===== src/rtl/uart_pkg.sv =====
// uart_pkg: shared definitions for the stream UART transmitter.
//   - parity mode constants (PARITY_NONE / PARITY_ODD / PARITY_EVEN)
//   - transmitter FSM state encoding
//   - uart_frame_len(): number of UART bit periods in one frame
package uart_pkg;

  localparam int PARITY_NONE = 0;
  localparam int PARITY_ODD  = 1;
  localparam int PARITY_EVEN = 2;

  // ST_BREAK / ST_HOLD are only reachable when the line-break option is built in.
  typedef enum logic [2:0] {
    ST_IDLE,
    ST_START,
    ST_DATA,
    ST_PARITY,
    ST_STOP,
    ST_BREAK,
    ST_HOLD
  } uart_state_e;

  // Bit periods per frame: start + data + optional parity + stop.
  function automatic int uart_frame_len(input int data_bits, input int parity_mode,
                                        input int stop_bits);
    return 1 + data_bits + ((parity_mode != PARITY_NONE) ? 1 : 0) + stop_bits;
  endfunction

endpackage


===== src/rtl/uart_sync_fifo.sv =====
// uart_sync_fifo: single-clock FIFO with show-ahead read (dout is the head
// word whenever empty is low).
// Ports:
//   clk, rst     clock, asynchronous active-high reset (empties the FIFO)
//   push, din    write din when push is high and the FIFO is not full
//   pop, dout    discard the head word when pop is high and not empty
//   full, empty  occupancy flags
//   count        number of stored words (0..DEPTH)
module uart_sync_fifo #(
  parameter int DATA_W = 8,
  parameter int DEPTH  = 4
) (
  input  logic                   clk,
  input  logic                   rst,
  input  logic                   push,
  input  logic [DATA_W-1:0]      din,
  input  logic                   pop,
  output logic [DATA_W-1:0]      dout,
  output logic                   full,
  output logic                   empty,
  output logic [$clog2(DEPTH):0] count
);

  localparam int AW = $clog2(DEPTH);
  localparam int CW = AW + 1;

  logic [DATA_W-1:0] mem [DEPTH];
  logic [AW-1:0]     wr_ptr;
  logic [AW-1:0]     rd_ptr;
  logic              do_push;
  logic              do_pop;

  assign full    = (count == CW'(DEPTH));
  assign empty   = (count == '0);
  assign do_push = push && !full;
  assign do_pop  = pop && !empty;
  assign dout    = mem[rd_ptr];

  // DEPTH is a power of two, so the pointers wrap naturally.
  always_ff @(posedge clk or posedge rst) begin
    if (rst) begin
      wr_ptr <= '0;
      rd_ptr <= '0;
      count  <= '0;
    end else begin
      if (do_push) wr_ptr <= wr_ptr + 1'b1;
      if (do_pop)  rd_ptr <= rd_ptr + 1'b1;
      case ({do_push, do_pop})
        2'b10:   count <= count + 1'b1;
        2'b01:   count <= count - 1'b1;
        default: count <= count;
      endcase
    end
  end

  // Storage carries no reset: only the pointers and count define validity.
  always_ff @(posedge clk) begin
    if (do_push) mem[wr_ptr] <= din;
  end

endmodule


===== src/rtl/uart_tx_stream.sv =====
// uart_tx_stream: parametrised UART transmitter fed by a valid/ready stream
// through an internal FIFO. Frames are sent back-to-back with no idle gap.
// Ports:
//   clk, rst      clock, asynchronous active-high reset
//   tx_break      (only with UART_TX_BREAK_EN) hold the line low while idle
//   s_valid       input word valid
//   s_ready       FIFO can accept a word (low while rst is high)
//   s_data        word to send, LSB transmitted first
//   tx            serial line, idles high, always driven from a flop
//   tx_busy       high whenever the FSM is not idle
//   fifo_count    number of queued words
// Optional feature macro: UART_TX_BREAK_EN (adds the tx_break input).
module uart_tx_stream #(
  parameter int DATA_BITS   = 8,
  parameter int PARITY_MODE = 0,
  parameter int STOP_BITS   = 1,
  parameter int OVERSAMPLE  = 16,
  parameter int FIFO_DEPTH  = 4
) (
  input  logic                        clk,
  input  logic                        rst,
`ifdef UART_TX_BREAK_EN
  input  logic                        tx_break,
`endif
  input  logic                        s_valid,
  output logic                        s_ready,
  input  logic [DATA_BITS-1:0]        s_data,
  output logic                        tx,
  output logic                        tx_busy,
  output logic [$clog2(FIFO_DEPTH):0] fifo_count
);

  import uart_pkg::*;

  localparam int TW = $clog2(OVERSAMPLE);
  localparam int BW = $clog2(DATA_BITS);
  localparam logic [TW-1:0] TICK_MAX  = TW'(OVERSAMPLE - 1);
  localparam logic [BW-1:0] DATA_LAST = BW'(DATA_BITS - 1);
  localparam logic [BW-1:0] STOP_LAST = BW'(STOP_BITS - 1);

  uart_state_e          state;
  logic [TW-1:0]        tick;
  logic [BW-1:0]        bit_cnt;
  logic [DATA_BITS-1:0] shreg;
  logic                 par_bit;
  logic [DATA_BITS-1:0] fifo_dout;
  logic                 fifo_full;
  logic                 fifo_empty;
  logic                 pop;
  logic                 shift;
  logic                 tick_done;
  logic                 stop_done;
  logic                 brk;

`ifdef UART_TX_BREAK_EN
  assign brk = tx_break;
`else
  assign brk = 1'b0;
`endif

  function automatic logic calc_parity(input logic [DATA_BITS-1:0] d);
    return (PARITY_MODE == PARITY_ODD) ? ~^d : ^d;
  endfunction

  assign s_ready   = !fifo_full && !rst;
  assign tick_done = (tick == TICK_MAX);
  assign stop_done = (bit_cnt == STOP_LAST);

  uart_sync_fifo #(
    .DATA_W (DATA_BITS),
    .DEPTH  (FIFO_DEPTH)
  ) u_fifo (
    .clk   (clk),
    .rst   (rst),
    .push  (s_valid && s_ready),
    .din   (s_data),
    .pop   (pop),
    .dout  (fifo_dout),
    .full  (fifo_full),
    .empty (fifo_empty),
    .count (fifo_count)
  );

  // A word is taken either from idle or on the last stop-bit cycle, so the
  // next start bit follows the stop bit with no gap. A pending break wins.
  always_comb begin
    pop   = 1'b0;
    shift = 1'b0;
    case (state)
      ST_IDLE:  pop   = !fifo_empty && !brk;
      ST_STOP:  pop   = tick_done && stop_done && !fifo_empty && !brk;
      ST_START: shift = tick_done;
      ST_DATA:  shift = tick_done && (bit_cnt != DATA_LAST);
      default: begin
        pop   = 1'b0;
        shift = 1'b0;
      end
    endcase
  end

  // Shift register and parity: loaded on pop, shifted as each bit is issued.
  always_ff @(posedge clk) begin
    if (pop) begin
      shreg   <= fifo_dout;
      par_bit <= calc_parity(fifo_dout);
    end else if (shift) begin
      shreg <= shreg >> 1;
    end
  end

  // Control FSM: tx is updated on the same edge as the state so that each
  // bit starts exactly when its state is entered.
  always_ff @(posedge clk or posedge rst) begin
    if (rst) begin
      state   <= ST_IDLE;
      tick    <= '0;
      bit_cnt <= '0;
      tx      <= 1'b1;
      tx_busy <= 1'b0;
    end else begin
      case (state)
        ST_IDLE: begin
          if (brk) begin
            state   <= ST_BREAK;
            tx      <= 1'b0;
            tx_busy <= 1'b1;
          end else if (!fifo_empty) begin
            state   <= ST_START;
            tx      <= 1'b0;
            tick    <= '0;
            tx_busy <= 1'b1;
          end
        end
        ST_START: begin
          if (tick_done) begin
            state   <= ST_DATA;
            tx      <= shreg[0];
            tick    <= '0;
            bit_cnt <= '0;
          end else begin
            tick <= tick + 1'b1;
          end
        end
        ST_DATA: begin
          if (tick_done) begin
            tick <= '0;
            if (bit_cnt == DATA_LAST) begin
              bit_cnt <= '0;
              if (PARITY_MODE != PARITY_NONE) begin
                state <= ST_PARITY;
                tx    <= par_bit;
              end else begin
                state <= ST_STOP;
                tx    <= 1'b1;
              end
            end else begin
              bit_cnt <= bit_cnt + 1'b1;
              tx      <= shreg[0];
            end
          end else begin
            tick <= tick + 1'b1;
          end
        end
        ST_PARITY: begin
          if (tick_done) begin
            state   <= ST_STOP;
            tx      <= 1'b1;
            tick    <= '0;
            bit_cnt <= '0;
          end else begin
            tick <= tick + 1'b1;
          end
        end
        ST_STOP: begin
          if (tick_done) begin
            tick <= '0;
            if (stop_done) begin
              bit_cnt <= '0;
              if (brk) begin
                state <= ST_BREAK;
                tx    <= 1'b0;
              end else if (!fifo_empty) begin
                state <= ST_START;
                tx    <= 1'b0;
              end else begin
                state   <= ST_IDLE;
                tx      <= 1'b1;
                tx_busy <= 1'b0;
              end
            end else begin
              bit_cnt <= bit_cnt + 1'b1;
            end
          end else begin
            tick <= tick + 1'b1;
          end
        end
        ST_BREAK: begin
          if (!brk) begin
            state <= ST_HOLD;
            tx    <= 1'b1;
            tick  <= '0;
          end
        end
        // One full bit period of idle-high after a break before any frame.
        ST_HOLD: begin
          if (brk) begin
            state <= ST_BREAK;
            tx    <= 1'b0;
          end else if (tick_done) begin
            state   <= ST_IDLE;
            tick    <= '0;
            tx_busy <= 1'b0;
          end else begin
            tick <= tick + 1'b1;
          end
        end
        default: begin
          state   <= ST_IDLE;
          tx      <= 1'b1;
          tx_busy <= 1'b0;
        end
      endcase
    end
  end

endmodule


===== config.mk =====
export PLATFORM = sky130hd
export DESIGN_NAME = uart_tx_stream
export DESIGN_NICKNAME = d
export VERILOG_FILES = /design/src/rtl/uart_pkg.sv /design/src/rtl/uart_sync_fifo.sv /design/src/rtl/uart_tx_stream.sv
export SDC_FILE = /design/constraint.sdc
export NUM_CORES = 1
export LEC_CHECK = 0
export ABC_AREA = 1
export CORE_ASPECT_RATIO = 1.5
export CORE_MARGIN = 2
export CORE_UTILIZATION = 53
export DETAILED_ROUTE_END_ITERATION = 8
export PLACE_DENSITY = 0.72
export SETUP_SLACK_MARGIN = 0.4
export SYNTH_ARGS = -nofsm -noshare
export SYNTH_HDL_FRONTEND = slang
export SYNTH_HIERARCHICAL = 1
export SYNTH_SLANG_ARGS = --single-unit

===== constraint.sdc =====
create_clock -name clk -period 2.1 [get_ports clk]
set_clock_uncertainty 0.15 [all_clocks]
set_input_delay 0.525 -clock clk [delete_from_list [all_inputs] [get_ports clk]]
set_output_delay 0.525 -clock clk [all_outputs]
set_load 0.05 [all_outputs]

==> impl_summary.md, run 1 <==
Logic synthesis
In this run the cell area of the synthesized design comes to 0.00296 mm^2. The number of instances in the synthesized netlist is 312. The most common cell in the synthesized netlist is sky130_fd_sc_hd__nand2_1. Ranked by instance count, the synthesized netlist is headed by 104 x sky130_fd_sc_hd__nand2_1, 47 x sky130_fd_sc_hd__inv_1, 40 x sky130_fd_sc_hd__edfxtp_1, 19 x sky130_fd_sc_hd__nand3_1, 18 x sky130_fd_sc_hd__dfrtp_1. After synthesis the netlist holds a flip-flop and latch count of 59. Sorting the synthesized cells by area gives the leading types as sky130_fd_sc_hd__edfxtp_1 41%, sky130_fd_sc_hd__dfrtp_1 15%, sky130_fd_sc_hd__nand2_1 13%.

The number of nets in the synthesized netlist is around 330. The proportion of register bits with asynchronous set or reset after synthesis is 32.2%. The fraction of the yosys area taken by sequential cells is roughly 57%. Yosys mapped a number of flops with a built-in enable equal to 40. The dominant cell type by area after synthesis is sky130_fd_sc_hd__edfxtp_1. The most instantiated flip-flop cell in the synthesis netlist is sky130_fd_sc_hd__edfxtp_1. During synthesis, Yosys emitted a total of 6 warnings.

The proportion of netlist area held by the largest area contributor is approximately two fifths. Averaged over all synthesized cells, the footprint is 9.47 um^2. Synthesis instantiated 31 different standard cells from the library.

Worst setup path
The data required time at the worst endpoint is around 2.2 ns. The buffering stage count on the worst path with inverters included is 5. Measured in cells, the most critical reg-to-reg path has a length of 15. The critical path launch point type is a flop.

For this design, the slowest cell found on the critical path is sky130_fd_sc_hd__dfrtp_1. For this run, the slowest stage of the critical path takes ~0.40 ns. The critical path endpoint category is a flop.

STA puts the critical path data arrival time at around 2.2 ns. The cell repeated most along the worst path is sky130_fd_sc_hd__inv_2. The slack of the worst reg-to-reg path is -0.05 ns. By startpoint and endpoint, the worst setup path is classified as reg2reg. The startpoint of the most critical register-to-register path is bit_cnt[0]$_DFFE_PP0P_.

The worst register-to-register path ends at u_fifo/count[2]$_DFFE_PP0P_. Of all nets on the critical path, the largest fanout is 3. The kind of cell with the highest combined delay along the critical path is adder cells. Traced cell by cell, the critical path runs through inv_2 > ha_4 > nand2_4 > o21ai_2 > nand2_2 > clkinv_2 > nand2_4 > inv_2 > ha_4 > inv_2 > fa_2 > inv_2 > nand2_1 > nand4_1 > nand2_1.

Die
The core region is 0.00541 mm^2. Measured along the x axis, the die boundary spans around 65 um. The initialized floorplan defines 33 standard-cell rows. The initial utilization of the core area, before any placement, comes to 54.6%. The die is 95.5 um tall. The top-level port count is 17. The die covers 0.00620 mm^2.

Route
The first detailed-routing pass took 4 iterations. Wires add up to 6210 um. The number of vias in the routed layout is about 2300. The routed length per placed instance is 13.7 um. The detail route stage leaves a number of antenna-violating nets equal to 0. The first routing iteration left 163 violations.

Dividing the detail-routed via count by the number of cells gives 4.98. After detailed routing, the number of remaining DRC violations is 0.

Place
The quantity of I/O buffers inserted on ports is 16. The final HPWL from detailed placement is 3890 um. At the end of routability-driven placement, the weighted congestion stood at approximately 0.89.

Clock tree
At the later pin of the worst-skew pair, clock insertion delay measures 0.33 ns. The number of levels in the clock H-tree is 3. TritonCTS built the clock tree. The longest clock path from root to sink contains 2 buffers. The tree is rooted in a sky130_fd_sc_hd__clkbuf_8. Buffers inserted to repair hold after CTS numbered 0. CTS saw 59 sinks. TritonCTS created 9 clock buffers. After clock tree synthesis, the clock-pin slew on the worst setup and hold paths is 0.07 ns.

Run status
The final reports fail on setup timing. The run finished, with violations left.

Power and ir drop
The internal power component is 0.00358 W. In this run, flip-flops and latches consume 30.5% of the power. The clock network accounts for ~16% of the total power. Combinational cells account for 53.4% of the total power. The power per standard cell area is 1480 mW/mm^2.

The worst ir drop on vdd is 0.838 mV. The static leakage is between 1.5 and 2 nW. In this run the power spent charging and discharging nets is 0.00240 W. The net switching fraction of the power is 40.1%.

Global route
Global routing used 20.2% of the available tracks. The via count of the first global-routing pass came to 2147. Entering global routing, the biggest net connects 34 pins. The initial antenna violation count came to 0. The global-route wire length before repair is 9270 um.

The total grt overflow is 0.

Timing
After layout, the worst setup slack is -0.0475 ns. Measured against its own limit, the worst slew margin works out to between 60% and 70%. In the finished design, the share of the clock period the worst path needs comes to 102%. The post-route minimum period is 2.15 ns. For the final routed database, the setup TNS stands at -0.232 ns. The hold violation total from the final report is 0.

Setup repair after global routing could not meet its margin everywhere. Setup violations remaining at the end of the flow were counted as 10. The count of final max-slew check failures was 0. Static timing analysis puts the maximum clock frequency at 466 MHz.

For the pin with the worst max-slew slack, the measured transition is 0.453 ns.

Finish
The antenna diode count is 0. Relative to the synthesized area, the layout overhead comes to 36.9%. The fraction of the core area covered by cells at the end of the flow is 74.8%. The ratio of cells with drive above 1 in the final layout is 36.4%.

The net count of the finished layout is between 400 and 500.

Hold path
The type of the most critical hold path is in2async.

Run
The number of max-cap violations is 0.
-- power groups by stage --
stage / Combinational [W] / Clock, W / Sequential (W)
global placement: 0.00224 / 0 / 0.00181
CTS: 0.00277 / 0.000969 / 0.00180
global route: 0.00349 / 0.00102 / 0.00185
floorplan: 0.00159 / 0 / 0.00195
detailed placement: 0.00228 / 0 / 0.00182
finish: 0.00320 / 0.000957 / 0.00183
-- kinds of logic (layout without fill, tap and decap cells) --
kind of cell	count (synthesis)	count (layout)	synth area share (%)
and+or+nand+nor	151	151	22.2
DFF	59	59	56.8
AOI/OAI and AO/OA	31	31	7.03
adders and majority gates	10	10	4.49
buffers and inverters	59	132	8.93
xor gates and xnor gates	2	2	0.593
-- worst register-to-register path: cells and delay by family, from the launching register on --
family	cells	cell delay [ns]
adders and majority gates	3	0.63
and+or+nand+nor	6	0.41
AOI/OAI and AO/OA	1	0.12
DFF	1	0.40
buffers and inverters	5	0.31
-- flip-flops by register name, indices dropped and copies added, names as in the netlist --
name / cells
tx: 1
u_fifo/mem: 32
u_fifo/count: 3
u_fifo/rd_ptr: 2
shreg: 8
u_fifo/wr_ptr: 2
tick: 4
tx_busy: 1
state: 3
bit_cnt: 3
-- cell type report --
type	instances	area, um^2
clock buffer	9	124
clock inverter	6	57.6
fill	362	1360
inverter	53	213
multi-input combinational	194	1230
sequential	59	1680
tap	70	87.6
timing repair buffer	64	652
-- metal layers --
layer  global-route usage [%]  up-vias  share of wire (%)
met1                     21.7     1056                 38
met5                        0        -                  0
met4                     11.2        0                2.5
met3                     4.96       13                3.2
met2                     36.2       49                 56
li1                         -     1150                  -
-- what timing repair did --
action                     in CTS  in global routing
setup endpoints to repair      49                 60
gates cloned                    1                  1
gates resized for setup        42                 30
pin swaps                      14                 13
buffers inserted               22                  4
-- through the flow --
stage               setup WS (ns)  cells  hold slack, ns  cell area [um^2]  power (W)
CTS                       0.00236    450           0.295              3890    0.00555
detailed placement         -0.255    412           0.323              3390    0.00411
global route               -0.149    455           0.323              4050    0.00637
finish                    -0.0475    455           0.322              4050    0.00598
floorplan                 -0.0978    312           0.178              3040    0.00353
global placement           -0.213    412           0.311              3390    0.00405
-- worst max path at each step --
| stage | start | end | slack (ns) | depth (start not counted) |
|---|---|---|---|---|
| floorplan | u_fifo/count[0]$_DFFE_PP0P_ | u_fifo/count[1]$_DFFE_PP0P_ | -0.1 | 14 |
| global placement | rst | u_fifo/count[1]$_DFFE_PP0P_ | -0.21 | 7 |
| detailed placement | rst | u_fifo/count[1]$_DFFE_PP0P_ | -0.25 | 7 |
| CTS | tick[0]$_DFFE_PP0P_ | u_fifo/count[2]$_DFFE_PP0P_ | 0.002 | 14 |
| global route | u_fifo/count[0]$_DFFE_PP0P_ | u_fifo/rd_ptr[1]$_DFFE_PP0P_ | -0.15 | 19 |
| finish | bit_cnt[0]$_DFFE_PP0P_ | u_fifo/count[2]$_DFFE_PP0P_ | -0.05 | 15 |
-- placed cells by master, fill, tap and decap left out, drive strengths merged, types with 2 or more instances in the layout --
cell	synthesis	routed
buf	5	53
clkbuf	1	10
clkdlybuf4s50	0	9
clkinv	1	4
clkinvlp	0	2
dfrtp	18	18
edfxtp	40	40
ha	9	9
inv	52	52
nand2	109	109
nand3	22	22
nand4	2	2
nor2	15	15
o211ai	16	16
o21ai	12	12
or2	2	2
Power figures use the tool's default switching activity.
==> run 2, diff against run 1 <==
CAP_MARGIN = 40   (was not set)
==> results of run 2 <==
Same layout as run 1: the final DEF is identical, and so are final timing and power.
==> run 3, diff against run 2 <==
CTS_CLUSTER_DIAMETER = 80   (was not set)
==> results of run 3 <==
Same layout as run 1: the final DEF is identical, and so are final timing and power.
